==> config.mk <==
export PLATFORM = sky130hd
export DESIGN_NAME = uart_dma_tx_arbiter
export DESIGN_NICKNAME = d
export VERILOG_FILES = /design/src/rtl/uart_dma_tx_arbiter.sv
export SDC_FILE = /design/constraint.sdc
export NUM_CORES = 1
export LEC_CHECK = 0
export ABC_AREA = 0
export BUFFER_PORTS_ARGS = -buffer_cell sky130_fd_sc_hd__buf_2
export CORE_MARGIN = 2
export CORE_UTILIZATION = 39
export CTS_BUF_LIST = sky130_fd_sc_hd__clkbuf_8
export CTS_CLUSTER_DIAMETER = 80
export CTS_CLUSTER_SIZE = 28
export DETAILED_ROUTE_END_ITERATION = 10
export PLACE_DENSITY = 0.85
export REMOVE_ABC_BUFFERS = 1
export SETUP_SLACK_MARGIN = 0.05
export SLEW_MARGIN = 20
export SYNTH_ARGS = -nofsm -noshare
export SYNTH_HDL_FRONTEND = slang
export SYNTH_SLANG_ARGS = --single-unit
==> constraint.sdc <==
create_clock -name i_clk -period 2 [get_ports i_clk]
set_input_delay 0.4 -clock i_clk [delete_from_list [all_inputs] [get_ports i_clk]]
set_output_delay 0.4 -clock i_clk [all_outputs]
set_load 0.05 [all_outputs]
==> src/rtl/uart_dma_tx_arbiter.sv <==
// Round-robin packet arbiter in front of the UART DMA send port (pass-through, no buffering).
// Define UART_ARB_TIMEOUT_EN to enable the requester-stall abort (PAD then DRAIN).
module uart_dma_tx_arbiter #(
    parameter int NUM_REQ     = 4,
    parameter int ID_W        = 2,
    parameter int TIMEOUT_CYC = 1024
) (
    input  logic                 i_clk,
    input  logic                 i_rst_n,
    input  logic [8*NUM_REQ-1:0] i_req_tdata,
    input  logic [NUM_REQ-1:0]   i_req_tlast,
    input  logic [NUM_REQ-1:0]   i_req_tvalid,
    output logic [NUM_REQ-1:0]   o_req_tready,
    output logic [7:0]           o_uart_DMA_tdata,
    output logic                 o_uart_DMA_tlast,
    output logic                 o_uart_DMA_tvalid,
    input  logic                 i_uart_DMA_tready,
    output logic [ID_W-1:0]      o_grant_id,
    output logic                 o_busy,
    output logic                 o_pkt_done,
    output logic                 o_timeout
);

    typedef enum logic [1:0] {
        ST_IDLE  = 2'd0,
        ST_XFER  = 2'd1
`ifdef UART_ARB_TIMEOUT_EN
        ,
        ST_PAD   = 2'd2,
        ST_DRAIN = 2'd3
`endif
    } state_t;

    state_t          r_state;
    state_t          w_state_next;
    logic [ID_W-1:0] r_ptr;
    logic [ID_W-1:0] r_grant;
    logic [ID_W-1:0] w_sel;
    logic [ID_W:0]   w_sum;
    logic [ID_W-1:0] w_ptr_next;
    logic            w_any;
    logic [7:0]      w_lane_data;
    logic            w_lane_last;
    logic            w_lane_valid;

    assign w_lane_data  = i_req_tdata[{r_grant, 3'b000} +: 8];
    assign w_lane_last  = i_req_tlast[r_grant];
    assign w_lane_valid = i_req_tvalid[r_grant];
    assign w_ptr_next   = (r_grant == ID_W'(NUM_REQ - 1)) ? '0 : r_grant + 1'b1;
    assign w_any        = |i_req_tvalid;
    assign o_busy       = (r_state != ST_IDLE);
    assign o_grant_id   = r_grant;

    // Walk from the highest offset down so the requester closest to r_ptr wins.
    always_comb begin
        w_sel = '0;
        w_sum = '0;
        for (int i = NUM_REQ - 1; i >= 0; i--) begin
            w_sum = {1'b0, r_ptr} + (ID_W + 1)'(i);
            if (w_sum >= (ID_W + 1)'(NUM_REQ)) begin
                w_sum = w_sum - (ID_W + 1)'(NUM_REQ);
            end
            if (i_req_tvalid[w_sum[ID_W-1:0]]) begin
                w_sel = w_sum[ID_W-1:0];
            end
        end
    end

`ifdef UART_ARB_TIMEOUT_EN
    logic [15:0] r_stall;

    always_ff @(posedge i_clk or negedge i_rst_n) begin
        if (!i_rst_n) begin
            r_stall <= '0;
        end else if (r_state == ST_XFER && w_state_next == ST_XFER && !w_lane_valid) begin
            r_stall <= r_stall + 16'd1;
        end else begin
            r_stall <= '0;
        end
    end
`else
    logic [15:0] w_unused_timeout;
    assign w_unused_timeout = 16'(TIMEOUT_CYC);
`endif

    // NOTE: state is updated only with non-blocking assignments so every flop samples pre-edge values.
    always_ff @(posedge i_clk or negedge i_rst_n) begin
        if (!i_rst_n) begin
            r_state <= ST_IDLE;
            r_ptr   <= '0;
            r_grant <= '0;
        end else begin
            r_state <= w_state_next;
            if (r_state == ST_IDLE && w_any) begin
                r_grant <= w_sel;
            end
            if (o_pkt_done) begin
                r_ptr <= w_ptr_next;
            end
        end
    end

    // NOTE: every output of this block gets a default first, so no path can infer a latch.
    always_comb begin
        w_state_next      = r_state;
        o_req_tready      = '0;
        o_uart_DMA_tdata  = 8'h00;
        o_uart_DMA_tlast  = 1'b0;
        o_uart_DMA_tvalid = 1'b0;
        o_pkt_done        = 1'b0;
        o_timeout         = 1'b0;
        case (r_state)
            ST_IDLE: begin
                if (w_any) begin
                    w_state_next = ST_XFER;
                end
            end
            ST_XFER: begin
                o_uart_DMA_tdata      = w_lane_data;
                o_uart_DMA_tlast      = w_lane_last;
                o_uart_DMA_tvalid     = w_lane_valid;
                o_req_tready[r_grant] = i_uart_DMA_tready;
                if (w_lane_valid && i_uart_DMA_tready && w_lane_last) begin
                    o_pkt_done   = 1'b1;
                    w_state_next = ST_IDLE;
                end
`ifdef UART_ARB_TIMEOUT_EN
                else if (!w_lane_valid && r_stall == 16'(TIMEOUT_CYC - 1)) begin
                    o_timeout    = 1'b1;
                    w_state_next = ST_PAD;
                end
`endif
            end
`ifdef UART_ARB_TIMEOUT_EN
            // Close the downstream packet with a zero pad byte before discarding the rest.
            ST_PAD: begin
                o_uart_DMA_tdata  = 8'h00;
                o_uart_DMA_tlast  = 1'b1;
                o_uart_DMA_tvalid = 1'b1;
                if (i_uart_DMA_tready) begin
                    w_state_next = ST_DRAIN;
                end
            end
            ST_DRAIN: begin
                o_req_tready[r_grant] = 1'b1;
                if (w_lane_valid && w_lane_last) begin
                    o_pkt_done   = 1'b1;
                    w_state_next = ST_IDLE;
                end
            end
`endif
            default: begin
                w_state_next = ST_IDLE;
            end
        endcase
    end

endmodule

==> run summary <==
=====================================================================================
Run status                                                               finished, final reports clean
Max-cap violations                                                                  0
Clock tree from TritonCTS                                                        done
Top cell type by total area after synthesis                              sky130_fd_sc_hd__mux4_2
Skew-Pair Late Insertion Delay                                                 220 ps
Overall die width                                                             46.5 um
Worst-path fanout max                                                               6
CTS Buffer Depth                                                                    2
Half-perimeter wire length after placement                                    1.63 mm
Pin count of the biggest net entering global routing                               19
Peak supply drop                                                             0.961 mV
Standard-cell rows                                                                 15
Number of pins with negative max-slew slack in the final report                     0
Kind of path behind the tightest hold check                               in -> async
Critical path buffer and inverter count                                             2
Count of different cell masters after synthesis                                    27
Highest-count cells in the layout ignoring fill and taps                 sky130_fd_sc_hd__buf_2 (46), sky130_fd_sc_hd__buf_6 (13), sky130_fd_sc_hd__mux4_2 (10)
Critical path's most frequent cell                                       sky130_fd_sc_hd__buf_6
Final-report hold violation count                                                   0
Top-Level Pins                                                                     62
Number of iterations in the first detailed-routing pass                             4
Clock buffer count from CTS                                                         3
Data required time at the worst endpoint                                      1600 ps
Count of inserted antenna diode cells                                               0
Time the worst path needs with I/O delays and setup                           1990 ps
Capturing element type of the critical path                              primary output
Antenna violation net count after detailed routing                                  0
Number of global-route vias before repair                                         759
P_leak                                                                       0.609 nW
Port-buffer cells                                                                  60
Post-route fraction of the period consumed by the critical path                 99.5%
RSZ-0062 raised after global routing                                              yes
Routed length per instance                                                    13.8 um
Clock-pin slew of the registers on the worst-case setup and hold paths          30 ps
DRC errors left                                                                     0
Crit path max-delay family                                               multiplexers
First-pass GRT wire length                                                    3.15 mm
Initial antenna violation count                                                     0
Routability congestion estimate                                                 0.795
Worst-path cell with the longest stage delay                             sky130_fd_sc_hd__mux4_2
Overall power after layout                                                  0.00219 W
Classification of the worst setup path                                     reg -> out
Height of the die                                                             46.5 um
Initial Utilization                                                             41.2%
Global Route Usage Sum                                                          20.0%
Share of synthesized area occupied by flip-flops and latches                    17.8%
Core Box Area                                                            0.00171 mm^2
Grt total ovfl                                                                      0
Final setup violation count                                                         0
Number of H-tree levels                                                             1
Fmax                                                                          502 MHz
Critical Path Source Type                                                        flop
Area Growth Syn to Fin                                                          70.2%
Post-layout utilization of the core                                             70.2%
Flip-flop and latch count after synthesis                                           5
Clock sinks                                                                         5
Master cell of the clock root buffer                                     sky130_fd_sc_hd__clkbuf_8
Top cell type's share of synthesized area                                       22.4%
Slack of the critical path                                                    9.27 ps
Gate Count Post-Synth                                                              67
Via Count                                                                         813
Final total negative setup slack                                                 0 ps
Largest cells by area after synthesis                                    sky130_fd_sc_hd__mux4_2 (22%), sky130_fd_sc_hd__dfrtp_1 (18%), sky130_fd_sc_hd__mux4_1 (11%)
Final Skew                                                                   0.860 ps
1st-iter DRT viols                                                                 15
Power density over the cells                                             1820 mW/mm^2
Worst EP arrival                                                              1590 ps
Average cell area after synthesis                                           10.5 um^2
Number of nets in the finished design                                             182
Detail-routed via count per cell                                                 5.11
Number of warning messages in the yosys log                                         0
Leading cell type in the layout, fill and taps excluded                  sky130_fd_sc_hd__buf_2
Die area                                                                 0.00216 mm^2
Post-Place Worst Slack                                                         101 ps
Final routed wirelength across all metal layers                               2.20 mm
Hold Slack                                                                     528 ps
Delay of the slowest cell on the worst path                                    510 ps
Total of fill cells in the finished design                                        146
Fraction of layout cells with a size suffix above 1                             65.7%
Post-Syn Area                                                                704 um^2
Cells traversed along the worst timing path                              buf_6 -> mux4_2 -> and2_4 -> buf_6
=====================================================================================
[cell families after synthesis]
| group | count (synthesis) | synth area share [%] |
|---|---|---|
| AND/OR/NAND/NOR | 25 | 20.4 |
| AO/OA/AOI/OAI | 12 | 10.8 |
| adder cells (fa/ha/maj) | 4 | 7.11 |
| other | 1 | 0.532 |
| multiplexers | 11 | 35.2 |
| flip-flops | 5 | 17.8 |
| buffers and inverters | 9 | 8.17 |
[repair_timing]
action,in CTS,in global routing
hold endpoints to repair,5,0
setup endpoints to repair,10,14
pin swaps,1,1
gates resized for setup,23,22
setup buffers,3,0
hold buffers,1,0
[where the power goes]
part	switching, W	internal [W]	leakage (nW)	total, W
logic	0.00102	0.000772	0.525	0.00179
clock network	0.0000456	0.000131	0.0269	0.000177
registers	0.0000706	0.000149	0.0570	0.000219
[registers in the layout, summed over array words and instances (netlist names)]
signal      cells
r_state         1
r_ptr           2
o_grant_id      2
[Yosys cell counts (all sizes together)]
master  count
ha          4
o221ai      2
nand2b      1
nor2        4
o21a        1
o21ai       3
or3         1
inv         5
nand4       1
buf         1
conb        1
mux2        1
a21boi      1
and3        4
nor2b       1
a21oi       3
nand2       2
o21bai      1
a31oi       1
clkbuf      3
dfrtp       5
and2       10
mux4       10
or4         1
[per-stage QoR]
stage	instances	area [um^2]
after floorplan	63	666
after global placement	151	1020
after detailed placement	151	1020
after CTS	159	1160
after global routing	159	1200
final	159	1200
[area by class of cell]
type	instances	area, um^2	area share (%)
multi-input combinational	53	523	43.6
timing repair buffer	67	454	37.9
sequential	5	126	10.5
clock buffer	3	41.3	3.44
tap	25	31.3	2.61
inverter	5	18.8	1.57
clock inverter	1	3.75	0.313
[layer usage]
layer / GRT usage, % / routed length [um] / part of all wire (%)
met2: 38.9 / 1160 / 53
met4: 3.43 / 0 / 0
met3: 6.27 / 255 / 12
met5: 0 / 0 / 0
met1: 20.7 / 782 / 36
[worst register-to-register path, cell delays in order (launching register included)]
cell                      delay, ps
sky130_fd_sc_hd__dfrtp_2        430
sky130_fd_sc_hd__buf_6          140
sky130_fd_sc_hd__buf_6          110
sky130_fd_sc_hd__mux4_2         210
sky130_fd_sc_hd__nand4_1        150
sky130_fd_sc_hd__buf_4          210
sky130_fd_sc_hd__or3_1          300
sky130_fd_sc_hd__o21ai_0         80
[worst paths after layout]
| check | startpoint | slack, ps | to | depth (start not counted) |
|---|---|---|---|---|
| max | o_grant_id[0] | 9 | o_uart_DMA_tdata[1] | 4 |
| min | i_rst_n | 530 | r_ptr[1] | 2 |
| max reg2reg | o_grant_id[0] | 310 | r_ptr[0] | 7 |
| min reg2reg | r_ptr[0] | 560 | o_grant_id[0] | 2 |
| max in group asynchronous | i_rst_n | 1330 | o_grant_id[0] | 2 |
| min in group i_clk | r_ptr[0] | 560 | o_grant_id[0] | 2 |
(Power assumes the default switching activity.)
